## src/rtl/spi_cmd_queue.sv

```systemverilog
// spi_cmd_queue: buffers 32-bit host writes as {addr, data} commands and
// issues them one at a time to an SPI master over a valid/ready handshake.
// Latency: a write into an empty queue shows cmd_valid_o two cycles later.
// Backpressure: cmd_ready_i low holds the current command; when the FIFO is
// full, writes are dropped and counted in drop_cnt_o (saturating).
//
// Optional feature macro: SPI_CMD_DEDUP_EN
//   When it is defined, a write equal to the last word accepted into the FIFO
//   is ignored.
//
// Ports:
//   clk_i, rst_i          clock and async active-high reset
//   wren_i, indata_i      host write strobe and command word
//   full_o, level_o       FIFO full flag and occupancy (0..DEPTH)
//   cmd_valid_o/_ready_i  command handshake towards the SPI master
//   addr_o, sdata_o       current (or last issued) command fields
//   ctrlen_o              one-cycle pulse in the cycle after each handshake
//   drop_cnt_o            writes lost to a full FIFO, saturates at 8'hFF
module spi_cmd_queue #(
  parameter int ADDR_W   = 4,
  parameter int DATA_W   = 16,
  parameter int ADDR_LSB = 16,
  parameter int DEPTH    = 4,
  parameter int GAP_CYC  = 2
) (
  input  logic                     clk_i,
  input  logic                     rst_i,
  input  logic                     wren_i,
  input  logic [31:0]              indata_i,
  output logic                     full_o,
  output logic [$clog2(DEPTH):0]   level_o,
  output logic                     cmd_valid_o,
  input  logic                     cmd_ready_i,
  output logic [ADDR_W-1:0]        addr_o,
  output logic [DATA_W-1:0]        sdata_o,
  output logic                     ctrlen_o,
  output logic [7:0]               drop_cnt_o
);

  localparam int PTR_W   = $clog2(DEPTH);
  localparam int LVL_W   = PTR_W + 1;
  localparam int GAP_W   = $clog2(GAP_CYC + 2);
  localparam int ENTRY_W = ADDR_W + DATA_W;

  typedef enum logic [1:0] {
    S_IDLE  = 2'd0,
    S_ISSUE = 2'd1,
    S_GAP   = 2'd2
  } state_t;

  state_t             state_q, state_d;
  logic [GAP_W-1:0]   gap_q, gap_d;
  logic [PTR_W-1:0]   wr_ptr_q, rd_ptr_q;
  logic [LVL_W-1:0]   level_q, level_d;
  logic [ENTRY_W-1:0] mem_q [DEPTH];
  logic [ADDR_W-1:0]  addr_q;
  logic [DATA_W-1:0]  sdata_q;
  logic               ctrlen_q;
  logic [7:0]         drop_cnt_q;

  logic               dup;
  logic               push;
  logic               drop;
  logic               pop;
  logic               hs;
  logic [ENTRY_W-1:0] entry_in;

  assign entry_in = {indata_i[ADDR_LSB +: ADDR_W], indata_i[DATA_W-1:0]};

`ifdef SPI_CMD_DEDUP_EN
  logic [31:0] last_q;
  logic        last_vld_q;

  // Only words that actually enter the FIFO become the comparison reference.
  always_ff @(posedge clk_i or posedge rst_i) begin
    if (rst_i) begin
      last_q     <= '0;
      last_vld_q <= 1'b0;
    end else if (push) begin
      last_q     <= indata_i;
      last_vld_q <= 1'b1;
    end
  end

  assign dup = last_vld_q && (indata_i == last_q);
`else
  logic unused_indata;
  assign unused_indata = ^indata_i;
  assign dup = 1'b0;
`endif

  // A duplicate is silently ignored, so it neither writes nor counts as a drop.
  // A full FIFO rejects the write even if a pop happens in the same cycle.
  assign full_o = (level_q == LVL_W'(DEPTH));
  assign push   = wren_i && !dup && !full_o;
  assign drop   = wren_i && !dup && full_o;
  assign hs     = cmd_valid_o && cmd_ready_i;

  // FIFO storage carries no reset; only the pointers and level define content.
  always_ff @(posedge clk_i) begin
    if (push) begin
      mem_q[wr_ptr_q] <= entry_in;
    end
  end

  always_comb begin
    level_d = level_q;
    case ({push, pop})
      2'b10:   level_d = level_q + LVL_W'(1);
      2'b01:   level_d = level_q - LVL_W'(1);
      default: level_d = level_q;
    endcase
  end

  // Pointers wrap naturally because DEPTH is a power of two.
  always_ff @(posedge clk_i or posedge rst_i) begin
    if (rst_i) begin
      wr_ptr_q <= '0;
      rd_ptr_q <= '0;
      level_q  <= '0;
    end else begin
      level_q <= level_d;
      if (push) wr_ptr_q <= wr_ptr_q + PTR_W'(1);
      if (pop)  rd_ptr_q <= rd_ptr_q + PTR_W'(1);
    end
  end

  // FSM: state register
  always_ff @(posedge clk_i or posedge rst_i) begin
    if (rst_i) begin
      state_q <= S_IDLE;
      gap_q   <= '0;
    end else begin
      state_q <= state_d;
      gap_q   <= gap_d;
    end
  end

  // FSM: next state
  always_comb begin
    state_d = state_q;
    gap_d   = '0;
    case (state_q)
      S_IDLE: begin
        if (level_q != '0) state_d = S_ISSUE;
      end
      S_ISSUE: begin
        if (cmd_ready_i) state_d = (GAP_CYC > 0) ? S_GAP : S_IDLE;
      end
      S_GAP: begin
        gap_d = gap_q + GAP_W'(1);
        if (gap_q == GAP_W'(GAP_CYC - 1)) begin
          state_d = S_IDLE;
          gap_d   = '0;
        end
      end
      default: state_d = S_IDLE;
    endcase
  end

  // FSM: outputs
  always_comb begin
    cmd_valid_o = 1'b0;
    pop         = 1'b0;
    case (state_q)
      S_IDLE:  pop         = (level_q != '0);
      S_ISSUE: cmd_valid_o = 1'b1;
      default: begin
        cmd_valid_o = 1'b0;
        pop         = 1'b0;
      end
    endcase
  end

  // Command fields load on pop and then hold, so they keep showing the last
  // issued command outside the ISSUE state.
  always_ff @(posedge clk_i or posedge rst_i) begin
    if (rst_i) begin
      addr_q     <= '0;
      sdata_q    <= '0;
      ctrlen_q   <= 1'b0;
      drop_cnt_q <= '0;
    end else begin
      if (pop) begin
        {addr_q, sdata_q} <= mem_q[rd_ptr_q];
      end
      ctrlen_q <= hs;
      if (drop && (drop_cnt_q != 8'hFF)) begin
        drop_cnt_q <= drop_cnt_q + 8'd1;
      end
    end
  end

  assign level_o    = level_q;
  assign addr_o     = addr_q;
  assign sdata_o    = sdata_q;
  assign ctrlen_o   = ctrlen_q;
  assign drop_cnt_o = drop_cnt_q;

endmodule

```

## config.mk

```make
export PLATFORM = sky130hd
export DESIGN_NAME = spi_cmd_queue
export DESIGN_NICKNAME = d
export VERILOG_FILES = /design/src/rtl/spi_cmd_queue.sv
export SDC_FILE = /design/constraint.sdc
export NUM_CORES = 1
export LEC_CHECK = 0
export ABC_AREA = 0
export ABC_CLOCK_PERIOD_IN_PS = 2900
export CAP_MARGIN = 20
export CORE_UTILIZATION = 56
export DETAILED_ROUTE_END_ITERATION = 12
export DONT_BUFFER_PORTS = 1
export PLACE_DENSITY = 0.71
export SYNTH_ARGS = -nofsm -noshare
export SYNTH_HDL_FRONTEND = slang
export SYNTH_SLANG_ARGS = --single-unit
```

## constraint.sdc

```tcl
create_clock -name clk_i -period 2.9 [get_ports clk_i]
set_clock_uncertainty 0.05 [all_clocks]
set_input_delay 0.29 -clock clk_i [delete_from_list [all_inputs] [get_ports clk_i]]
set_output_delay 0.29 -clock clk_i [all_outputs]
set_load 0.01 [all_outputs]
```

==> results.sh <==
export IMPL_outcome="finished clean"
export IMPL_hold_viol_final=0
export IMPL_drv_slew=0
export IMPL_cts_resized=0
export IMPL_cp_end_kind="flop"
export IMPL_globalplace_congestion=0.751
export IMPL_synth_ff_type="edfxtp_1"
export IMPL_period_minus_slack_ps=2440
export IMPL_netlist_instances=239
export IMPL_insertion_delay_ps=510
export IMPL_placed_cell_area_mm2=0.00482
export IMPL_synth_seq_cells=120
export IMPL_path_max_fanout=7
export IMPL_grt_max_degree=41
export IMPL_dp_hpwl_um=4410
export IMPL_worstMarginPinSlew_ps=900
export IMPL_drive_above_1_share_pct=29.5
export IMPL_fin_ws_ps=462
export IMPL_leakage_nw=2.11
export IMPL_async_flop_share_pct=33.3
export IMPL_r2r_end="level_o[2]$_DFFE_PP0P_"
export IMPL_die_area_mm2=0.00872
export IMPL_cp_start_kind="flop"
export IMPL_stdcell_count=397
export IMPL_relSlewSlack_pct=39.9
export IMPL_synth_nets=282
export IMPL_synthesis_area_mm2=0.00468
export IMPL_placedCellCount=343
export IMPL_finalPower_mw=6.39
export IMPL_tns_ps=0
export IMPL_crit_end="level_o[2]$_DFFE_PP0P_"
export IMPL_rows=32
export IMPL_cts_buffers=17
export IMPL_grt_pass1_vias=2435
export IMPL_crit_type="reg2reg"
export IMPL_io_pins=70
export IMPL_via_count=2261
export IMPL_grt_use_total_pct=20.6
export IMPL_grt_overflow_total=0
export IMPL_die_y_um=93.4
export IMPL_wirelength_um=7840
export IMPL_antennaDiodeCount=0
export IMPL_start_util_pct=59.3
export IMPL_max_cap_violations=0
export IMPL_ys_warn_count=0
export IMPL_grt_pass1_wl_um=12500
export IMPL_final_core_util_pct=71.8
export IMPL_clock_fmax_mhz=410
export IMPL_r2r_start="level_o[0]$_DFFE_PP0P_"
export IMPL_coreArea_mm2=0.00789
export IMPL_cts_tree="built"
export IMPL_finalSetupViolCount=0
export IMPL_clock_sinks=120
export IMPL_ir_drop_mv=0.603
export IMPL_seq_area_frac_synth_pct=72.8
export IMPL_synth_area_per_cell_um2=19.6
export IMPL_cts_hold_buf=22
export IMPL_root_buffer="clkbuf_8"
export IMPL_die_w_um=93.4
export IMPL_final_antenna_net_count=0
export IMPL_cts_buffer_depth=2
export IMPL_port_buffers=0
export IMPL_antenna_found_initial=0
export IMPL_synth_distinct_cells=34
export IMPL_final_common_cell="edfxtp_1"
export IMPL_crit_start="level_o[0]$_DFFE_PP0P_"
export IMPL_pre_cts_slack_ps=483
export IMPL_post_drt_wl_per_cell_um=19.7
export IMPL_clk_pin_slew_ps=50
export IMPL_drtIter0Drc=96
export IMPL_hold_class="in2reg"
export IMPL_syn_to_final_growth_pct=21.1
export IMPL_power_density_mw_per_mm2=1130
export IMPL_fin_area_mm2=0.00566
export IMPL_worstPathArrival_ps=2810
export IMPL_vias_per_cell=5.70
export IMPL_post_cts_setup_buffer_count=0
export IMPL_holdWs_ps=139
export IMPL_dr_pass1_iters=5
export IMPL_r2r_slack_ps=460
export IMPL_htree_levels=4
export IMPL_fin_nets=325
export IMPL_synth_edff_count=80
export IMPL_period_share_pct=84.1
export IMPL_crit_required_ps=3270
export IMPL_rr_worst_depth=10
export IMPL_drc=0
export IMPL_final_cell_mix="80 x edfxtp_1, 40 x dfrtp_1, 25 x mux2_2, 22 x dlygate4sd3_1, 18 x mux4_2"
export IMPL_rsz0062_at_grt="false"
[routing by layer]
layer,vias to the layer above,track usage [%],routed length [um]
met5,-,0,0
met4,0,10.8,150
met3,15,7.80,465
met2,65,33.0,3970
met1,1162,24.3,3250
li1,1019,-,-
[state kept, by name (all words and copies together), names as in the netlist]
register    cells
state_q         2
addr_o          4
drop_cnt_o      8
wr_ptr_q        2
sdata_o        16
ctrlen_o        1
rd_ptr_q        2
mem_q          80
gap_q           2
level_o         3
[kinds of logic after synthesis]
| kind of cell | synth area share, % |
|---|---|
| buffers and inverters | 1.93 |
| flip-flops | 72.8 |
| AO/OA/AOI/OAI | 2.19 |
| adder cells (fa/ha/maj) | 2.03 |
| AND/OR/NAND/NOR | 3.75 |
| multiplexers | 16.0 |
| XOR/XNOR | 1.31 |
[synthesized netlist by cell type (2+ instances only)]
cell       n  share of area [%]
mux4_1     2                1.1
nand3_1    4               0.43
buf_4      3               0.48
xnor2_1    5               0.94
mux4_2    18                8.7
nand2_1    2               0.16
a21oi_1    3               0.32
buf_6      2               0.48
nor3b_1    2               0.32
ha_1       6                1.6
nand4_1    3               0.40
mux2_2    25                6.0
o21ai_0    3               0.32
and3_1     3               0.40
and2_1     6               0.80
edfxtp_1  80                 51
dfrtp_1   40                 21
clkbuf_1   2               0.16
nor2b_1    3               0.40
nor2_1     3               0.24
inv_1     10               0.80
xor2_1     2               0.37
[worst max-delay path: stages (launching register included)]
cell     delay [ps]
dfrtp_1         500
nor3b_1         470
nor2b_1         100
buf_4           180
inv_1            60
ha_1            170
inv_1            60
fa_1            370
xor2_1          150
nor2_1          110
xor2_1          140
[report_power, final]
group	switching (mW)	leakage (nW)	internal [mW]
clock network	0.744	0.295	1.42
logic	0.724	0.591	0.787
registers	0.367	1.22	2.34
[area by class of cell]
class	count	area, um2
Sequential cell	120	3400
Fill cell	490	2220
Multi-Input combinational cell	102	1180
Clock buffer	18	428
Timing Repair Buffer	31	288
Clock inverter	14	195
Tap cell	102	128
Inverter	10	37.5
[worst min path at each step]
| stage | start | endpoint | depth (start not counted) |
|---|---|---|---|
| after floorplan | indata_i[0] | mem_q[0][0]$_DFFE_PP_ | 0 |
| after global placement | indata_i[10] | mem_q[3][10]$_DFFE_PP_ | 0 |
| after detailed placement | indata_i[17] | mem_q[0][17]$_DFFE_PP_ | 0 |
| after CTS | wren_i | wr_ptr_q[0]$_DFFE_PP0P_ | 3 |
| after global routing | wren_i | wr_ptr_q[0]$_DFFE_PP0P_ | 3 |
| final | wren_i | wr_ptr_q[0]$_DFFE_PP0P_ | 3 |
Power figures use the tool's default switching activity.
